## src/rtl/rf_wb_arbiter_if.sv

```systemverilog
// Write-back bus between the pipeline/multi-cycle unit and the RF arbiter.
// The arbiter uses the slave modport; the pipeline-side driver uses master.
interface rf_wb_arbiter_if;
    logic        pw_valid;
    logic [4:0]  pw_addr;
    logic [31:0] pw_data;
    logic [31:0] pw_pc;
    logic        md_valid;
    logic [4:0]  md_addr;
    logic [31:0] md_data;
    logic [31:0] md_pc;
    logic        md_ready;
    logic        rf_wr;
    logic [4:0]  rf_a3;
    logic [31:0] rf_wd;
    logic [31:0] rf_pc;
    logic [31:0] busy;
    logic        stall_req;

    modport slave (
        input  pw_valid, pw_addr, pw_data, pw_pc,
        input  md_valid, md_addr, md_data, md_pc,
        output md_ready, rf_wr, rf_a3, rf_wd, rf_pc, busy, stall_req
    );

    modport master (
        output pw_valid, pw_addr, pw_data, pw_pc,
        output md_valid, md_addr, md_data, md_pc,
        input  md_ready, rf_wr, rf_a3, rf_wd, rf_pc, busy, stall_req
    );
endinterface

```

## src/rtl/rf_wb_arbiter.sv

```systemverilog
// Register-file write-back arbiter: W-stage writes win, multi-cycle results
// queue in a small FIFO, get squashed by younger writes, and drain on bubbles.
module rf_wb_arbiter #(
    parameter int DEPTH      = 2,
    parameter int STARVE_MAX = 4
) (
    input logic           clk,
    input logic           reset,
    rf_wb_arbiter_if.slave bus
);
    localparam int PW = (DEPTH > 1) ? $clog2(DEPTH) : 1;
    localparam int CW = PW + 1;
    localparam int SW = $clog2(STARVE_MAX + 1);

    logic [DEPTH-1:0] valid_q, valid_d;
    logic [4:0]       addr_q [DEPTH];
    logic [31:0]      data_q [DEPTH];
    logic [31:0]      pc_q   [DEPTH];
    logic [PW-1:0]    rd_ptr_q, rd_ptr_d, wr_ptr_q, wr_ptr_d;
    logic [CW-1:0]    count_q, count_d;
    logic [SW-1:0]    starve_q, starve_d;
    logic             ready_q;

    logic             rf_wr_q, rf_wr_d;
    logic [4:0]       rf_a3_q, rf_a3_d;
    logic [31:0]      rf_wd_q, rf_wd_d, rf_pc_q, rf_pc_d;

    logic             full, md_ready, md_fire, pw_grant;
    logic             head_found, fifo_grant, bypass, enq;
    logic [CW-1:0]    head_off, pop_cnt;
    logic [PW-1:0]    head_idx;
    logic [31:0]      busy_v;

    assign full     = (count_q == CW'(DEPTH));
    assign md_ready = ready_q && !full;
    assign md_fire  = bus.md_valid && md_ready;
    assign pw_grant = bus.pw_valid && (bus.pw_addr != 5'd0);

    // First still-valid entry from the head; squashed entries ahead of it are skipped.
    always_comb begin
        head_found = 1'b0;
        head_off   = '0;
        for (int i = 0; i < DEPTH; i++) begin
            if (!head_found && (CW'(i) < count_q) && valid_q[rd_ptr_q + PW'(i)]) begin
                head_found = 1'b1;
                head_off   = CW'(i);
            end
        end
    end

    assign head_idx   = rd_ptr_q + head_off[PW-1:0];
    assign fifo_grant = !pw_grant && head_found;
    assign bypass     = !pw_grant && !head_found && md_fire && (bus.md_addr != 5'd0);
    assign enq        = md_fire && (bus.md_addr != 5'd0) && !bypass;
    assign pop_cnt    = fifo_grant ? head_off + CW'(1) : (head_found ? head_off : count_q);

    always_comb begin
        valid_d = valid_q;
        if (pw_grant) begin
            for (int i = 0; i < DEPTH; i++) begin
                if (valid_q[i] && (addr_q[i] == bus.pw_addr)) valid_d[i] = 1'b0;
            end
        end
        for (int i = 0; i < DEPTH; i++) begin
            if (CW'(i) < pop_cnt) valid_d[rd_ptr_q + PW'(i)] = 1'b0;
        end
        // The entry enqueued this cycle is younger than the pw write and stays valid.
        if (enq) valid_d[wr_ptr_q] = 1'b1;
    end

    assign rd_ptr_d = rd_ptr_q + pop_cnt[PW-1:0];
    assign wr_ptr_d = wr_ptr_q + PW'(enq);
    assign count_d  = count_q - pop_cnt + CW'(enq);

    always_comb begin
        starve_d = starve_q;
        if (fifo_grant || !head_found)                          starve_d = '0;
        else if (pw_grant && (starve_q != SW'(STARVE_MAX)))     starve_d = starve_q + SW'(1);
    end

    always_comb begin
        rf_wr_d = pw_grant || fifo_grant || bypass;
        rf_a3_d = rf_a3_q;
        rf_wd_d = rf_wd_q;
        rf_pc_d = rf_pc_q;
        if (pw_grant) begin
            rf_a3_d = bus.pw_addr;
            rf_wd_d = bus.pw_data;
            rf_pc_d = bus.pw_pc;
        end else if (fifo_grant) begin
            rf_a3_d = addr_q[head_idx];
            rf_wd_d = data_q[head_idx];
            rf_pc_d = pc_q[head_idx];
        end else if (bypass) begin
            rf_a3_d = bus.md_addr;
            rf_wd_d = bus.md_data;
            rf_pc_d = bus.md_pc;
        end
    end

    always_comb begin
        busy_v = '0;
        for (int i = 0; i < DEPTH; i++) begin
            if (valid_q[i]) busy_v[addr_q[i]] = 1'b1;
        end
        if (rf_wr_q) busy_v[rf_a3_q] = 1'b1;
        busy_v[0] = 1'b0;
    end

    always_ff @(posedge clk or negedge reset) begin
        if (!reset) begin
            valid_q  <= '0;
            rd_ptr_q <= '0;
            wr_ptr_q <= '0;
            count_q  <= '0;
            starve_q <= '0;
            ready_q  <= 1'b0;
            rf_wr_q  <= 1'b0;
            rf_a3_q  <= '0;
            rf_wd_q  <= '0;
            rf_pc_q  <= '0;
        end else begin
            valid_q  <= valid_d;
            rd_ptr_q <= rd_ptr_d;
            wr_ptr_q <= wr_ptr_d;
            count_q  <= count_d;
            starve_q <= starve_d;
            ready_q  <= 1'b1;
            rf_wr_q  <= rf_wr_d;
            rf_a3_q  <= rf_a3_d;
            rf_wd_q  <= rf_wd_d;
            rf_pc_q  <= rf_pc_d;
        end
    end

    // Payload is only meaningful under valid_q, so it needs no reset.
    always_ff @(posedge clk) begin
        if (enq) begin
            addr_q[wr_ptr_q] <= bus.md_addr;
            data_q[wr_ptr_q] <= bus.md_data;
            pc_q[wr_ptr_q]   <= bus.md_pc;
        end
    end

    assign bus.md_ready  = md_ready;
    assign bus.rf_wr     = rf_wr_q;
    assign bus.rf_a3     = rf_a3_q;
    assign bus.rf_wd     = rf_wd_q;
    assign bus.rf_pc     = rf_pc_q;
    assign bus.busy      = busy_v;
    assign bus.stall_req = (starve_q == SW'(STARVE_MAX)) || (full && bus.md_valid);
endmodule
```

## src/flat_wrapper.sv

```systemverilog
// flat-port wrapper written by rule: the top's interface ports become plain ports
module rf_wb_arbiter_flat 
#(
    parameter int DEPTH      = 2,
    parameter int STARVE_MAX = 4
)
  (clk, reset, bus_pw_valid, bus_pw_addr, bus_pw_data, bus_pw_pc, bus_md_valid, bus_md_addr, bus_md_data, bus_md_pc, bus_md_ready, bus_rf_wr, bus_rf_a3, bus_rf_wd, bus_rf_pc, bus_busy, bus_stall_req);
  rf_wb_arbiter_if bus_i ();
  input logic clk;
  input logic reset;
  input wire logic [$bits(bus_i.pw_valid)-1:0] bus_pw_valid;
  input wire logic [$bits(bus_i.pw_addr)-1:0] bus_pw_addr;
  input wire logic [$bits(bus_i.pw_data)-1:0] bus_pw_data;
  input wire logic [$bits(bus_i.pw_pc)-1:0] bus_pw_pc;
  input wire logic [$bits(bus_i.md_valid)-1:0] bus_md_valid;
  input wire logic [$bits(bus_i.md_addr)-1:0] bus_md_addr;
  input wire logic [$bits(bus_i.md_data)-1:0] bus_md_data;
  input wire logic [$bits(bus_i.md_pc)-1:0] bus_md_pc;
  output wire logic [$bits(bus_i.md_ready)-1:0] bus_md_ready;
  output wire logic [$bits(bus_i.rf_wr)-1:0] bus_rf_wr;
  output wire logic [$bits(bus_i.rf_a3)-1:0] bus_rf_a3;
  output wire logic [$bits(bus_i.rf_wd)-1:0] bus_rf_wd;
  output wire logic [$bits(bus_i.rf_pc)-1:0] bus_rf_pc;
  output wire logic [$bits(bus_i.busy)-1:0] bus_busy;
  output wire logic [$bits(bus_i.stall_req)-1:0] bus_stall_req;
  assign bus_i.pw_valid = bus_pw_valid;
  assign bus_i.pw_addr = bus_pw_addr;
  assign bus_i.pw_data = bus_pw_data;
  assign bus_i.pw_pc = bus_pw_pc;
  assign bus_i.md_valid = bus_md_valid;
  assign bus_i.md_addr = bus_md_addr;
  assign bus_i.md_data = bus_md_data;
  assign bus_i.md_pc = bus_md_pc;
  assign bus_md_ready = bus_i.md_ready;
  assign bus_rf_wr = bus_i.rf_wr;
  assign bus_rf_a3 = bus_i.rf_a3;
  assign bus_rf_wd = bus_i.rf_wd;
  assign bus_rf_pc = bus_i.rf_pc;
  assign bus_busy = bus_i.busy;
  assign bus_stall_req = bus_i.stall_req;
  rf_wb_arbiter #(.DEPTH(DEPTH), .STARVE_MAX(STARVE_MAX)) u_core (.clk(clk), .reset(reset), .bus(bus_i));
endmodule
```

## config.mk

```make
export PLATFORM = sky130hd
export DESIGN_NAME = rf_wb_arbiter_flat
export DESIGN_NICKNAME = d
export VERILOG_FILES = /design/src/rtl/rf_wb_arbiter_if.sv /design/src/rtl/rf_wb_arbiter.sv /design/src/flat_wrapper.sv
export SDC_FILE = /design/constraint.sdc
export NUM_CORES = 1
export LEC_CHECK = 0
export CORE_MARGIN = 2
export CORE_UTILIZATION = 45
export DETAILED_ROUTE_END_ITERATION = 16
export PLACE_DENSITY = 0.72
export SLEW_MARGIN = 20
export SYNTH_ARGS = -nofsm -noshare
export SYNTH_HDL_FRONTEND = slang
export SYNTH_SLANG_ARGS = --single-unit
```

## constraint.sdc

```tcl
create_clock -name clk -period 9.64 [get_ports clk]
set_clock_uncertainty 0.15 [all_clocks]
set_input_delay 1.928 -clock clk [delete_from_list [all_inputs] [get_ports clk]]
set_output_delay 1.928 -clock clk [all_outputs]
set_load 0.01 [all_outputs]
```

==> results by stage <==
Synth:
- Counting distinct cell types in the post-synthesis netlist gives 52.
- The number of register bits inferred by synthesis is 218.
- After synthesis, flip-flops and latches occupy 59.3% of the total area.
- In the synthesized netlist the dominant register cell turns out to be sky130_fd_sc_hd__edfxtp_1.
- Counting flops with an async set or reset pin after synthesis yields a share of 36.7%.
- Counting every instance in the synthesized netlist gives 1011.
- In this run, synthesis inferred 138 flip-flops with an integrated enable.
- The average footprint of a synthesized cell is 10.2 um2.
- During synthesis, Yosys emitted a total of 0 warnings.
- The number of nets in the synthesized netlist is 1159.
- After synthesis the cells add up to 10400 um2.

Setup path:
- The kind of end point of the critical path is a primary output.
- STA classifies the critical path startpoint as an input pin.
- The worst path required time is 7.56 ns.
- The cell type group with the largest total delay on the critical path is buffers and inverters.
- The library cell appearing most often on the critical path is sky130_fd_sc_hd__clkdlybuf4s50_1.
- The maximum fanout along the worst path is 2.
- By startpoint and endpoint, the worst setup path is classified as in2out.
- On the critical path, the stage with the largest delay is an instance of sky130_fd_sc_hd__clkdlybuf4s50_1.
- Data on the critical path arrives at its endpoint at 3.15 ns.
- The signal on the critical path passes through clkdlybuf4s50_1 > inv_1 > o21ai_0 > clkdlybuf4s50_1.
- The critical path contains buffers and inverters numbering 3 combined.
- The delay of the slowest critical-path stage is 0.55 ns.

Power:
- The relative contribution of sequential cells to total power is 36.5%.
- The net switching share of the total power is 36.5%.
- The analysis attributes to net switching a power of 0.00140 W.
- The areal power density over the cells is 282 nW/um2.
- The share of total power in the clock network is 22.5%.
- The internal power of the cells is 0.00244 W.
- IR analysis of the VDD net gives a maximum drop of 0.000145 V.
- The leakage power is 5.26 nW.
- The combinational cell fraction of total power is 41.0%.

Clocking:
- The number of setup buffers added after CTS is 0.
- The number of buffers added to fix hold violations after cts is 0.
- The clock latency of the later-clocked register in the worst-skew pair is 0.50 ns.
- The count of cells resized by post-cts repair is 0.
- The root buffer cell is sky130_fd_sc_hd__clkbuf_16.
- The TritonCTS clock tree is yes.
- In this run the number of H-tree levels came out at 1.
- The clock net in this run drives a total of 218 sinks.
- The CTS buffer count is 23.
- The clock slew at the register clock pins of the worst setup and hold paths is 0.06 ns.
- The clock passes through at most 3 buffers.

Floorplan:
- For this configuration, the core starts out at a cell density of 45.8%.
- The die is 156 um tall.
- The die covers 24300 um2.
- The floorplan die width is 156 um.
- For this design the top-level I/O count stands at 246.
- The floorplan has 55 rows.
- The floorplan core area is 22600 um2.

Detailed routing:
- The number of iterations in the first detailed-routing pass is 5.
- In this run the remaining antenna-violating nets after routing total 0.
- The mean routed wirelength per cell is 17.9 um.
- The number of design rule violations left after detail routing is 0.
- After detailed routing, no signal wire sits above met5.
- After detailed routing, the wire length on met1 is 11.4 mm.
- The final route contains 8395 vias.
- The detailed-route vias per instance is 5.56.
- The detailed-routed wire length on met2 is 12.9 mm.
- The starting DRC count in detailed routing is 609.
- The final layout contains routed wiring with a total length of 27.0 mm.
- The length of routed met3 wiring is 2.16 mm.

STA:
- The number of slew-limit violations in the final report is 0.
- The final-report hold violation count was 0.
- The number of failing setup endpoints in the final timing report is 0.
- Setup repair after global routing left no endpoint under its margin.
- In the finished design, the share of the clock period the worst path needs comes to 54.2%.
- For the pin with the worst max-slew slack, the measured transition is 1.05 ns.
- Setup slack on the critical path of the routed design comes to 4.42 ns.
- The relative max-transition margin is 29.9%.
- The smallest clock period supported by the final layout is computed as 5.22 ns.
- The final setup TNS is 0 ns.
- The maximum achievable frequency is 191 MHz.

Placement:
- The number of buffers inserted by port buffering is 244.
- Prior to clock tree synthesis, the placed netlist has a worst setup slack of 4.28 ns.
- The final weighted congestion in routability-driven placement is 0.858.
- The HPWL after detailed placement is 17.5 mm.

Layout:
- The total number of nets in the final design is 1356.
- After filler insertion, the fill cell instance count of the layout stands at 1898.
- In the layout the commonest cells are sky130_fd_sc_hd__nand2_1, sky130_fd_sc_hd__clkdlybuf4s50_1, sky130_fd_sc_hd__edfxtp_1.
- The number of antenna diodes in the final layout is 0.
- The layout cell share with drive strength beyond 1 is 4.16%.
- Relative to the synthesized area, the layout overhead comes to 31.5%.
- The commonest non-fill, non-tap cell in the layout is sky130_fd_sc_hd__nand2_1.

GRT:
- The via count of the first global-routing pass is 8277.
- Entering global routing, the biggest net connects 83 pins.
- For this run the aggregate overflow at the end of global routing stands at 0.
- Global routing used 22.0% of the available tracks.
- The first-pass GRT wire length is 42.8 mm.
- The number of antenna violations at the first check in global routing was 1.

Outcome:
- The flow ran to the end, and the final reports show no timing, DRC or antenna violations.

Job:
- The number of maximum-capacitance violations is 0.

Min path:
- In this run the worst hold path is classified as reg2reg.
[flip-flops by register name, indices dropped and copies added (netlist names)]
| name | cells |
|---|---|
| u_core.count_q | 2 |
| u_core.addr_q | 10 |
| u_core.ready_q | 1 |
| u_core.rd_ptr_q | 1 |
| u_core.bus.rf_pc | 32 |
| u_core.bus.rf_wr | 1 |
| u_core.pc_q | 64 |
| u_core.starve_q | 3 |
| u_core.bus.rf_a3 | 5 |
| u_core.wr_ptr_q | 1 |
| u_core.valid_q | 2 |
| u_core.data_q | 64 |
| u_core.bus.rf_wd | 32 |
[layout make-up]
class / count / area, um2 / share of cell area [%]
clock buffer: 34 / 647 / 4.75
multi-input combinational: 702 / 3840 / 28.2
inverter: 10 / 37.5 / 0.276
sequential: 218 / 6150 / 45.1
tap: 285 / 357 / 2.62
clock inverter: 8 / 90.1 / 0.661
timing repair buffer: 253 / 2510 / 18.4
[power by group through the flow]
| stage | registers (W) | logic (W) | clock network [W] |
|---|---|---|---|
| floorplan | 0.00142 | 0.000922 | 0 |
| detailed placement | 0.00142 | 0.00160 | 0 |
| global placement | 0.00142 | 0.00156 | 0 |
| finish | 0.00141 | 0.00158 | 0.000865 |
| global route | 0.00144 | 0.00175 | 0.000919 |
| CTS | 0.00141 | 0.00161 | 0.000884 |
[path summary, 6_finish.rpt]
path / startpoint / end / slack, ns / depth (start not counted)
setup / recovery: bus_md_valid / bus_stall_req / 4.42 / 4
hold / removal: u_core.bus.rf_pc[27] / u_core.bus.rf_pc[27] / 0.35 / 1
setup reg to reg: u_core.valid_q[0] / u_core.data_q[0][14] / 5.70 / 5
hold reg to reg: u_core.bus.rf_pc[27] / u_core.bus.rf_pc[27] / 0.35 / 1
max in group asynchronous: reset / u_core.bus.rf_wd[17] / 7.10 / 2
min in group asynchronous: reset / u_core.bus.rf_pc[23] / 1.23 / 1
[cells by family after synthesis]
kind of cell / count (synthesis) / synth area share, %
mux: 2 / 0.205
simple gates: 411 / 16.3
buf+inv: 91 / 4.31
xor+xnor: 13 / 1.10
flops: 218 / 59.3
other cells: 2 / 0.0725
compound gates: 268 / 17.9
fa+ha+maj: 6 / 0.725
[routing by layer]
layer,GRT usage [%],vias up
met5,0,-
met4,5.81,2
met3,5.50,48
met2,37.0,326
met1,28.6,3983
li1,-,4036
[synth_stat cells (6+ instances only)]
| cell | instances | area, um2 |
|---|---|---|
| sky130_fd_sc_hd__xor2_1 | 7 | 61.3 |
| sky130_fd_sc_hd__and3_1 | 6 | 37.5 |
| sky130_fd_sc_hd__and3b_1 | 6 | 52.6 |
| sky130_fd_sc_hd__nor3_1 | 7 | 35.0 |
| sky130_fd_sc_hd__a31oi_1 | 68 | 425 |
| sky130_fd_sc_hd__edfxtp_1 | 138 | 4140 |
| sky130_fd_sc_hd__ha_1 | 6 | 75.1 |
| sky130_fd_sc_hd__a21oi_1 | 7 | 35.0 |
| sky130_fd_sc_hd__and2_1 | 6 | 37.5 |
| sky130_fd_sc_hd__a22oi_1 | 29 | 218 |
| sky130_fd_sc_hd__dfrtp_1 | 80 | 2000 |
| sky130_fd_sc_hd__o21ai_0 | 52 | 260 |
| sky130_fd_sc_hd__buf_2 | 24 | 120 |
| sky130_fd_sc_hd__nand2_1 | 338 | 1270 |
| sky130_fd_sc_hd__xnor2_1 | 6 | 52.6 |
| sky130_fd_sc_hd__clkbuf_1 | 37 | 139 |
| sky130_fd_sc_hd__inv_1 | 10 | 37.5 |
| sky130_fd_sc_hd__nor2_1 | 23 | 86.3 |
| sky130_fd_sc_hd__o21ai_1 | 18 | 90.1 |
| sky130_fd_sc_hd__o22a_1 | 65 | 569 |
| sky130_fd_sc_hd__nor3b_1 | 11 | 82.6 |
| sky130_fd_sc_hd__buf_4 | 18 | 135 |
[through the flow]
step	util (%)	cell area [um2]	power, W	hold slack [ns]	cells
after global placement	56.9	12900	0.00298	0.341	1468
final	60.2	13600	0.00385	0.353	1510
after detailed placement	56.9	12900	0.00302	0.347	1468
after global routing	60.2	13600	0.00411	0.373	1510
after floorplan	-	10400	0.00234	0.353	1011
after CTS	60.2	13600	0.00390	0.360	1510
Note: power is estimated with default switching activity, not from simulation.
